$ cat src/rtl/avalon_bram_burst_if.sv
// Avalon-MM bus bundle for avalon_bram_burst: master drives commands, slave returns read data.
// Handshake: a command is taken on a rising edge where (read|write)=1 and waitrequest=0; each
// readdatavalid=1 cycle carries exactly one read beat, and there is no backpressure on read data.
interface avalon_bram_burst_if #(
   parameter int RAM_ADD_W    = 8,
   parameter int DATA_W       = 32,
   parameter int BURSTCOUNT_W = 4
) ();
   logic [RAM_ADD_W-1:0]    address;
   logic                    read;
   logic                    write;
   logic [DATA_W-1:0]       writedata;
   logic [DATA_W/8-1:0]     byteenable;
   logic [BURSTCOUNT_W-1:0] burstcount;
   logic [DATA_W-1:0]       readdata;
   logic                    readdatavalid;
   logic                    waitrequest;

   modport master (
      output address, read, write, writedata, byteenable, burstcount,
      input  readdata, readdatavalid, waitrequest
   );

   modport slave (
      input  address, read, write, writedata, byteenable, burstcount,
      output readdata, readdatavalid, waitrequest
   );
endinterface

$ cat src/rtl/avalon_bram_burst.sv
// Avalon-MM burst agent in front of a byte-enabled block RAM with wrapping word pointer.
// Define AVALON_BRAM_OUTREG_EN to add an output register stage (read latency 2 instead of 1).
module avalon_bram_burst #(
   parameter int RAM_ADD_W    = 8,
   parameter int DATA_W       = 32,
   parameter int BURSTCOUNT_W = 4
) (
   input  logic                clk,
   input  logic                reset_n,
   avalon_bram_burst_if.slave  bus,
   output logic [1:0]          dbg_state
);
   localparam int NB    = DATA_W / 8;
   localparam int LB    = $clog2(NB);
   localparam int WI_W  = RAM_ADD_W - LB;
   localparam int WORDS = 2 ** WI_W;
   localparam int MAXB  = 2 ** (BURSTCOUNT_W - 1);

   typedef enum logic [1:0] {
      IDLE     = 2'd0,
      RD_BURST = 2'd1,
      WR_BURST = 2'd2
   } state_t;

   state_t                  state, state_nxt;
   logic                    run;
   logic [BURSTCOUNT_W-1:0] remaining, remaining_nxt;
   logic [WI_W-1:0]         ptr, ptr_nxt;
   logic [WI_W-1:0]         cmd_word;
   logic [BURSTCOUNT_W-1:0] cmd_count;
   logic                    wr_en;
   logic [WI_W-1:0]         wr_word;
   logic                    rd_en;
   logic [DATA_W-1:0]       mem [WORDS];
   logic [DATA_W-1:0]       ram_q;
   logic                    ram_v;
   logic                    unused_addr_bits;

   assign cmd_word         = bus.address[RAM_ADD_W-1:LB];
   assign unused_addr_bits = ^bus.address;
   assign dbg_state        = state;

   always_comb begin
      cmd_count = bus.burstcount;
      if (bus.burstcount == '0)
         cmd_count = BURSTCOUNT_W'(1);
      else if (bus.burstcount > BURSTCOUNT_W'(MAXB))
         cmd_count = BURSTCOUNT_W'(MAXB);
   end

   // run stays low until the first edge after reset release so waitrequest covers reset.
   always_ff @(posedge clk or negedge reset_n) begin
      if (!reset_n) begin
         state     <= IDLE;
         run       <= 1'b0;
         remaining <= '0;
         ptr       <= '0;
      end else begin
         state     <= state_nxt;
         run       <= 1'b1;
         remaining <= remaining_nxt;
         ptr       <= ptr_nxt;
      end
   end

   always_comb begin
      state_nxt       = state;
      remaining_nxt   = remaining;
      ptr_nxt         = ptr;
      wr_en           = 1'b0;
      wr_word         = ptr;
      rd_en           = 1'b0;
      bus.waitrequest = !run;
      case (state)
         IDLE: begin
            if (run) begin
               if (bus.write) begin
                  wr_en   = 1'b1;
                  wr_word = cmd_word;
                  ptr_nxt = cmd_word + WI_W'(1);
                  if (cmd_count > BURSTCOUNT_W'(1)) begin
                     remaining_nxt = cmd_count - BURSTCOUNT_W'(1);
                     state_nxt     = WR_BURST;
                  end
               end else if (bus.read) begin
                  ptr_nxt       = cmd_word;
                  remaining_nxt = cmd_count;
                  state_nxt     = RD_BURST;
               end
            end
         end
         RD_BURST: begin
            bus.waitrequest = 1'b1;
            rd_en           = 1'b1;
            ptr_nxt         = ptr + WI_W'(1);
            remaining_nxt   = remaining - BURSTCOUNT_W'(1);
            if (remaining == BURSTCOUNT_W'(1))
               state_nxt = IDLE;
         end
         WR_BURST: begin
            if (bus.write) begin
               wr_en         = 1'b1;
               ptr_nxt       = ptr + WI_W'(1);
               remaining_nxt = remaining - BURSTCOUNT_W'(1);
               if (remaining == BURSTCOUNT_W'(1))
                  state_nxt = IDLE;
            end
         end
         default: state_nxt = IDLE;
      endcase
   end

   // RAM array is never reset; contents survive reset_n.
   always_ff @(posedge clk) begin
      if (wr_en) begin
         for (int i = 0; i < NB; i++) begin
            if (bus.byteenable[i])
               mem[wr_word][i*8 +: 8] <= bus.writedata[i*8 +: 8];
         end
      end
   end

   always_ff @(posedge clk or negedge reset_n) begin
      if (!reset_n) begin
         ram_q <= '0;
         ram_v <= 1'b0;
      end else begin
         ram_v <= rd_en;
         if (rd_en)
            ram_q <= mem[ptr];
      end
   end

`ifdef AVALON_BRAM_OUTREG_EN
   logic [DATA_W-1:0] out_q;
   logic              out_v;

   always_ff @(posedge clk or negedge reset_n) begin
      if (!reset_n) begin
         out_q <= '0;
         out_v <= 1'b0;
      end else begin
         out_q <= ram_q;
         out_v <= ram_v;
      end
   end

   assign bus.readdata      = out_q;
   assign bus.readdatavalid = out_v;
`else
   assign bus.readdata      = ram_q;
   assign bus.readdatavalid = ram_v;
`endif
endmodule

$ cat src/flat_wrapper.sv
// flat-port wrapper written by rule: the top's interface ports become plain ports
module avalon_bram_burst_flat 
#(
   parameter int RAM_ADD_W    = 8,
   parameter int DATA_W       = 32,
   parameter int BURSTCOUNT_W = 4
)
  (clk, reset_n, dbg_state, bus_address, bus_read, bus_write, bus_writedata, bus_byteenable, bus_burstcount, bus_readdata, bus_readdatavalid, bus_waitrequest);
  avalon_bram_burst_if #(.RAM_ADD_W(RAM_ADD_W), .DATA_W(DATA_W), .BURSTCOUNT_W(BURSTCOUNT_W)) bus_i ();
  input  logic clk;
  input  logic reset_n;
  output logic [1:0] dbg_state;
  input wire logic [$bits(bus_i.address)-1:0] bus_address;
  input wire logic [$bits(bus_i.read)-1:0] bus_read;
  input wire logic [$bits(bus_i.write)-1:0] bus_write;
  input wire logic [$bits(bus_i.writedata)-1:0] bus_writedata;
  input wire logic [$bits(bus_i.byteenable)-1:0] bus_byteenable;
  input wire logic [$bits(bus_i.burstcount)-1:0] bus_burstcount;
  output wire logic [$bits(bus_i.readdata)-1:0] bus_readdata;
  output wire logic [$bits(bus_i.readdatavalid)-1:0] bus_readdatavalid;
  output wire logic [$bits(bus_i.waitrequest)-1:0] bus_waitrequest;
  assign bus_i.address = bus_address;
  assign bus_i.read = bus_read;
  assign bus_i.write = bus_write;
  assign bus_i.writedata = bus_writedata;
  assign bus_i.byteenable = bus_byteenable;
  assign bus_i.burstcount = bus_burstcount;
  assign bus_readdata = bus_i.readdata;
  assign bus_readdatavalid = bus_i.readdatavalid;
  assign bus_waitrequest = bus_i.waitrequest;
  avalon_bram_burst #(.RAM_ADD_W(RAM_ADD_W), .DATA_W(DATA_W), .BURSTCOUNT_W(BURSTCOUNT_W)) u_core (.clk(clk), .reset_n(reset_n), .bus(bus_i), .dbg_state(dbg_state));
endmodule
$ cat config.mk
export PLATFORM = sky130hd
export DESIGN_NAME = avalon_bram_burst_flat
export DESIGN_NICKNAME = d
export VERILOG_FILES = /design/src/rtl/avalon_bram_burst_if.sv /design/src/rtl/avalon_bram_burst.sv /design/src/flat_wrapper.sv
export SDC_FILE = /design/constraint.sdc
export NUM_CORES = 2
export LEC_CHECK = 0
export CORE_ASPECT_RATIO = 0.8
export CORE_UTILIZATION = 45
export DETAILED_ROUTE_END_ITERATION = 8
export GPL_TIMING_DRIVEN = 1
export PLACE_DENSITY = 0.66
export SKIP_CTS_REPAIR_TIMING = 1
export SYNTH_ARGS = -nofsm -noshare
export SYNTH_HDL_FRONTEND = slang
export SYNTH_SLANG_ARGS = --single-unit
$ cat constraint.sdc
create_clock -name clk -period 3.6 [get_ports clk]
set_input_delay 0.72 -clock clk [delete_from_list [all_inputs] [get_ports clk]]
set_output_delay 0.72 -clock clk [all_outputs]
set_load 0.02 [all_outputs]
==> key figures <==
Run status
  – Outcome: complete, but fails checks
  – Violated checks: DRC

Worst setup path
  – Crit Path Category: register to primary output
  – CP Data Required Time: ~2900 ps
  – Maximum fanout count along the critical path: 6
  – Worst Setup Start Kind: register
  – Arrival time of data at the critical path endpoint: 2720 ps
  – Crit end category: primary output

Synth
  – Proportion of synthesized flip-flops having asynchronous set or reset: around 2.2%
  – Number of standard cells after synthesis: around 4000
  – Post-synthesis simple-gate area fraction: 2.64%
  – Dominant synthesized flop cell: edfxtp_1
  – Number of nets produced by synthesis: between 4000 and 5000
  – Combined area of all synthesized cells: between 80000 and 90000 µm²
  – Area fraction in compound gates after synthesis: under 10%
  – Number of enable-type register cells in the synthesized netlist: 2048
  – Total number of yosys warnings: 0
  – Sequential element share of the synthesized area: about 77%
  – Dominant combinational cell family by area after synthesis: multiplexers
  – Yosys reg bits: 2094
  – Number of distinct library cell variants in the gate-level netlist after synthesis: 61
  – Mean instance size in the synthesized netlist: between 20 and 25 µm²
  – Share of cell area taken by muxes after synthesis: 14.7%
  – Post-synthesis xor/xnor area fraction: 0.0752%
  – Synth Area in Adders: 0.153%

Layout
  – Number of filler cells placed in the layout: around 14000
  – Post-Route Utilization: between 50% and 60%
  – Non-Filler Cell Area, Final: 94900 µm²
  – Number of nets in the layout: 4648
  – Area growth from synthesis to final layout: 16.3%
  – Fraction of final layout cells with drive strength greater than 1: a little over a quarter

Clock tree
  – Clk_lat worst skew: just over 800 ps
  – Root Buffer Master: clkbuf_16
  – Clock Pin Slew Worst Setup and Hold Paths: about 60 ps
  – H-Tree Depth: 4
  – Maximum buffer depth of the clock tree: 3
  – Clock sink count: around 2100
  – CTS tree: done
  – Number of clock buffers inserted by TritonCTS: roughly 180

Floorplanning
  – Vert. Die Dim: roughly 380 µm
  – Top-Level Pins: 88
  – Floorplan die width: ~480 µm
  – Total core area: around 180000 µm²
  – Row Count: about 140
  – Initial core utilization: between 40% and 50%
  – Area enclosed by the die boundary: 183000 µm²

Global routing
  – Total gr overflow: 0
  – Number of antenna violations at the first check in global routing: 14
  – Largest net degree at the start of global routing: 65
  – Vias in the first global route: 42100
  – First-pass GRT wire length: between 300000 and 400000 µm
  – Global Route Usage Sum: 23.7%

Drt
  – Iteration count of the initial detailed-routing pass: 9
  – Starting DRC count in detailed routing: 6218
  – Drt drc: 10
  – Routed vias: ~43000
  – Drt wl/cell: a little over 30 µm
  – Via-to-Cell Ratio: ~6
  – Sum of routed wire length over all layers: between 200000 and 250000 µm
  – Final antenna-violating net count: 0

STA
  – Final setup fails: 0
  – Worst slew margin: 7.98%
  – Measured slew at the worst slew-check pin: approximately 1400 ps
  – Post-route minimum period: ~3400 ps
  – Top achievable clock speed: between 0.2 and 0.3 GHz
  – RSZ-0062 raised after global routing: no
  – Fin crit share: between 90% and 100%
  – Aggregate negative setup slack: 0 ps
  – Fin. max-slew vios: 0
  – Clock skew after layout: 35.8 ps
  – Final Hold Violating Endpoints: 0

Power and ir drop
  – Power Dens Cells: 726 nW/µm²
  – Peak supply drop: between 700 and 800 µV
  – Leakage component of the power: 30.9 nW

Job
  – Max_cap viols: 0

Placement
  – GPL Wtd Cong: 0.849
  – Cell area after placement: between 80000 and 90000 µm²
  – HPWL after DPL: roughly 140000 µm
  – Total of buffers placed on input and output ports: 85

Hold path
  – Classification of the worst-slack hold path: primary input to asynchronous set/reset pin
-- placed cells by master (no fill, tap or decap), types with 8 or more instances in the layout --
cell / instances
edfxtp_1: 2048
buf_4: 461
mux4_2: 411
nor2_1: 287
mux2i_1: 243
clkbuf_16: 191
nand2_1: 163
a21oi_1: 74
buf_12: 67
a221oi_1: 59
a22oi_1: 55
clkdlybuf4s50_1: 52
clkbuf_1: 46
o22ai_1: 45
o21ai_0: 42
dfrtp_1: 41
o221ai_1: 33
buf_2: 32
clkinv_2: 27
a211o_1: 25
mux2_2: 24
clkinv_1: 24
clkbuf_8: 21
a22o_1: 19
a211oi_1: 18
o211ai_1: 17
nand2b_1: 15
inv_1: 14
a221o_1: 13
bufinv_16: 13
nand3_1: 12
and2_1: 10
ha_1: 10
nor2b_1: 8
nor3_1: 8
-- layout make-up --
class / count / area, µm² / area share (%)
diodes: 2 / 5.00 / 0.00528
multi-input cells: 1676 / 17600 / 18.6
clock inverters: 77 / 757 / 0.798
flip-flops and latches: 2094 / 62700 / 66.1
clock buffers: 258 / 5240 / 5.52
repair buffers: 612 / 5480 / 5.78
inverters: 18 / 71.3 / 0.0752
well taps: 2397 / 3000 / 3.16
-- where the power goes --
part	internal, W	switching (W)
Combinational	0.00860	0.0124
Sequential	0.0273	0.000779
Clock	0.0111	0.00872
Total	0.0470	0.0219
-- Yosys cell counts, types with 3 or more instances --
library cell / count / area [µm²]
nand2_1: 163 / 612
buf_6: 28 / 315
mux4_2: 411 / 9260
mux2i_1: 243 / 2430
xor2_1: 3 / 26.3
o211ai_1: 17 / 128
a311oi_1: 3 / 26.3
inv_1: 16 / 60.1
a31oi_1: 6 / 37.5
o31ai_1: 6 / 45.0
mux2_2: 24 / 270
dfrtp_1: 46 / 1150
nand3_1: 13 / 65.1
o22a_1: 5 / 43.8
clkbuf_1: 105 / 394
ha_1: 10 / 125
or2_2: 3 / 18.8
a2111oi_0: 6 / 52.6
o21ai_1: 4 / 20.0
buf_1: 36 / 135
o22ai_1: 45 / 282
buf_4: 35 / 263
nand4_1: 3 / 18.8
nor2b_1: 13 / 81.3
o21ai_0: 42 / 210
edfxtp_1: 2048 / 61500
a221o_1: 13 / 130
nor2_1: 290 / 1090
o21a_1: 5 / 37.5
xnor2_1: 4 / 35.0
a221oi_1: 59 / 517
a211oi_1: 18 / 135
a211o_1: 25 / 219
a22o_1: 19 / 166
a22oi_1: 55 / 413
nand2b_1: 17 / 106
a21oi_1: 74 / 370
nor3_1: 8 / 40.0
buf_2: 31 / 155
and2_1: 12 / 75.1
o221ai_1: 33 / 289
-- final timing paths --
check	start	to	slack, ps	cells past startpoint
max	u_core.dbg_state[1]$_DFFE_PN0P_	bus_waitrequest	160	6
min	reset_n	u_core.run$_DFF_PN0_	50	1
max reg2reg	u_core.ptr[0]$_DFFE_PN0P_	u_core.bus.readdata[9]$_DFFE_PN0P_	320	6
min reg2reg	u_core.bus.readdata[12]$_DFFE_PN0P_	u_core.bus.readdata[12]$_DFFE_PN0P_	530	2
max in group asynchronous	reset_n	u_core.ptr[1]$_DFFE_PN0P_	2790	1
min in group clk	bus_writedata[1]	u_core.mem[16][1]$_DFFE_PP_	340	1
-- per-stage QoR --
stage	std cells	hold WS (ps)	worst slack, ps	power [W]
3_5_place_dp	6797	507	197	0.0494
6_report	7134	45.8	159	0.0688
3_3_place_gp	6797	488	163	0.0492
2_1_floorplan	4023	424	663	0.0406
4_1_cts	7132	-6.15	127	0.0690
5_1_grt	7132	71.0	93.4	0.0709
-- critical path, cell delays in order (launching register included) --
cell	delay, ps
dfrtp_1	440
inv_1	110
ha_1	280
buf_4	260
inv_2	80
nand2_1	100
clkdlybuf4s50_1	620
-- flip-flops by register name, summed over array words and instances (netlist names) --
name	count
u_core.run	1
u_core.bus.readdatavalid	1
u_core.dbg_state	2
u_core.remaining	4
u_core.mem	2048
u_core.bus.readdata	32
u_core.ptr	6
-- layer usage --
metal	wire length (µm)	global-route usage, %
met5	46	0
met4	5030	6.48
met3	25400	5.92
met2	96200	34.4
met1	90600	35.7
-- logic make-up (layout without fill, tap and decap cells) --
| family | after synthesis | after routing |
|---|---|---|
| AOI/OAI and AO/OA | 452 | 452 |
| xor gates and xnor gates | 7 | 7 |
| adders and majority gates | 10 | 10 |
| buffers and inverters | 253 | 965 |
| DFF | 2094 | 2094 |
| muxes | 678 | 678 |
| other | 1 | 3 |
| and+or+nand+nor | 528 | 528 |
(Power assumes the default switching activity.)
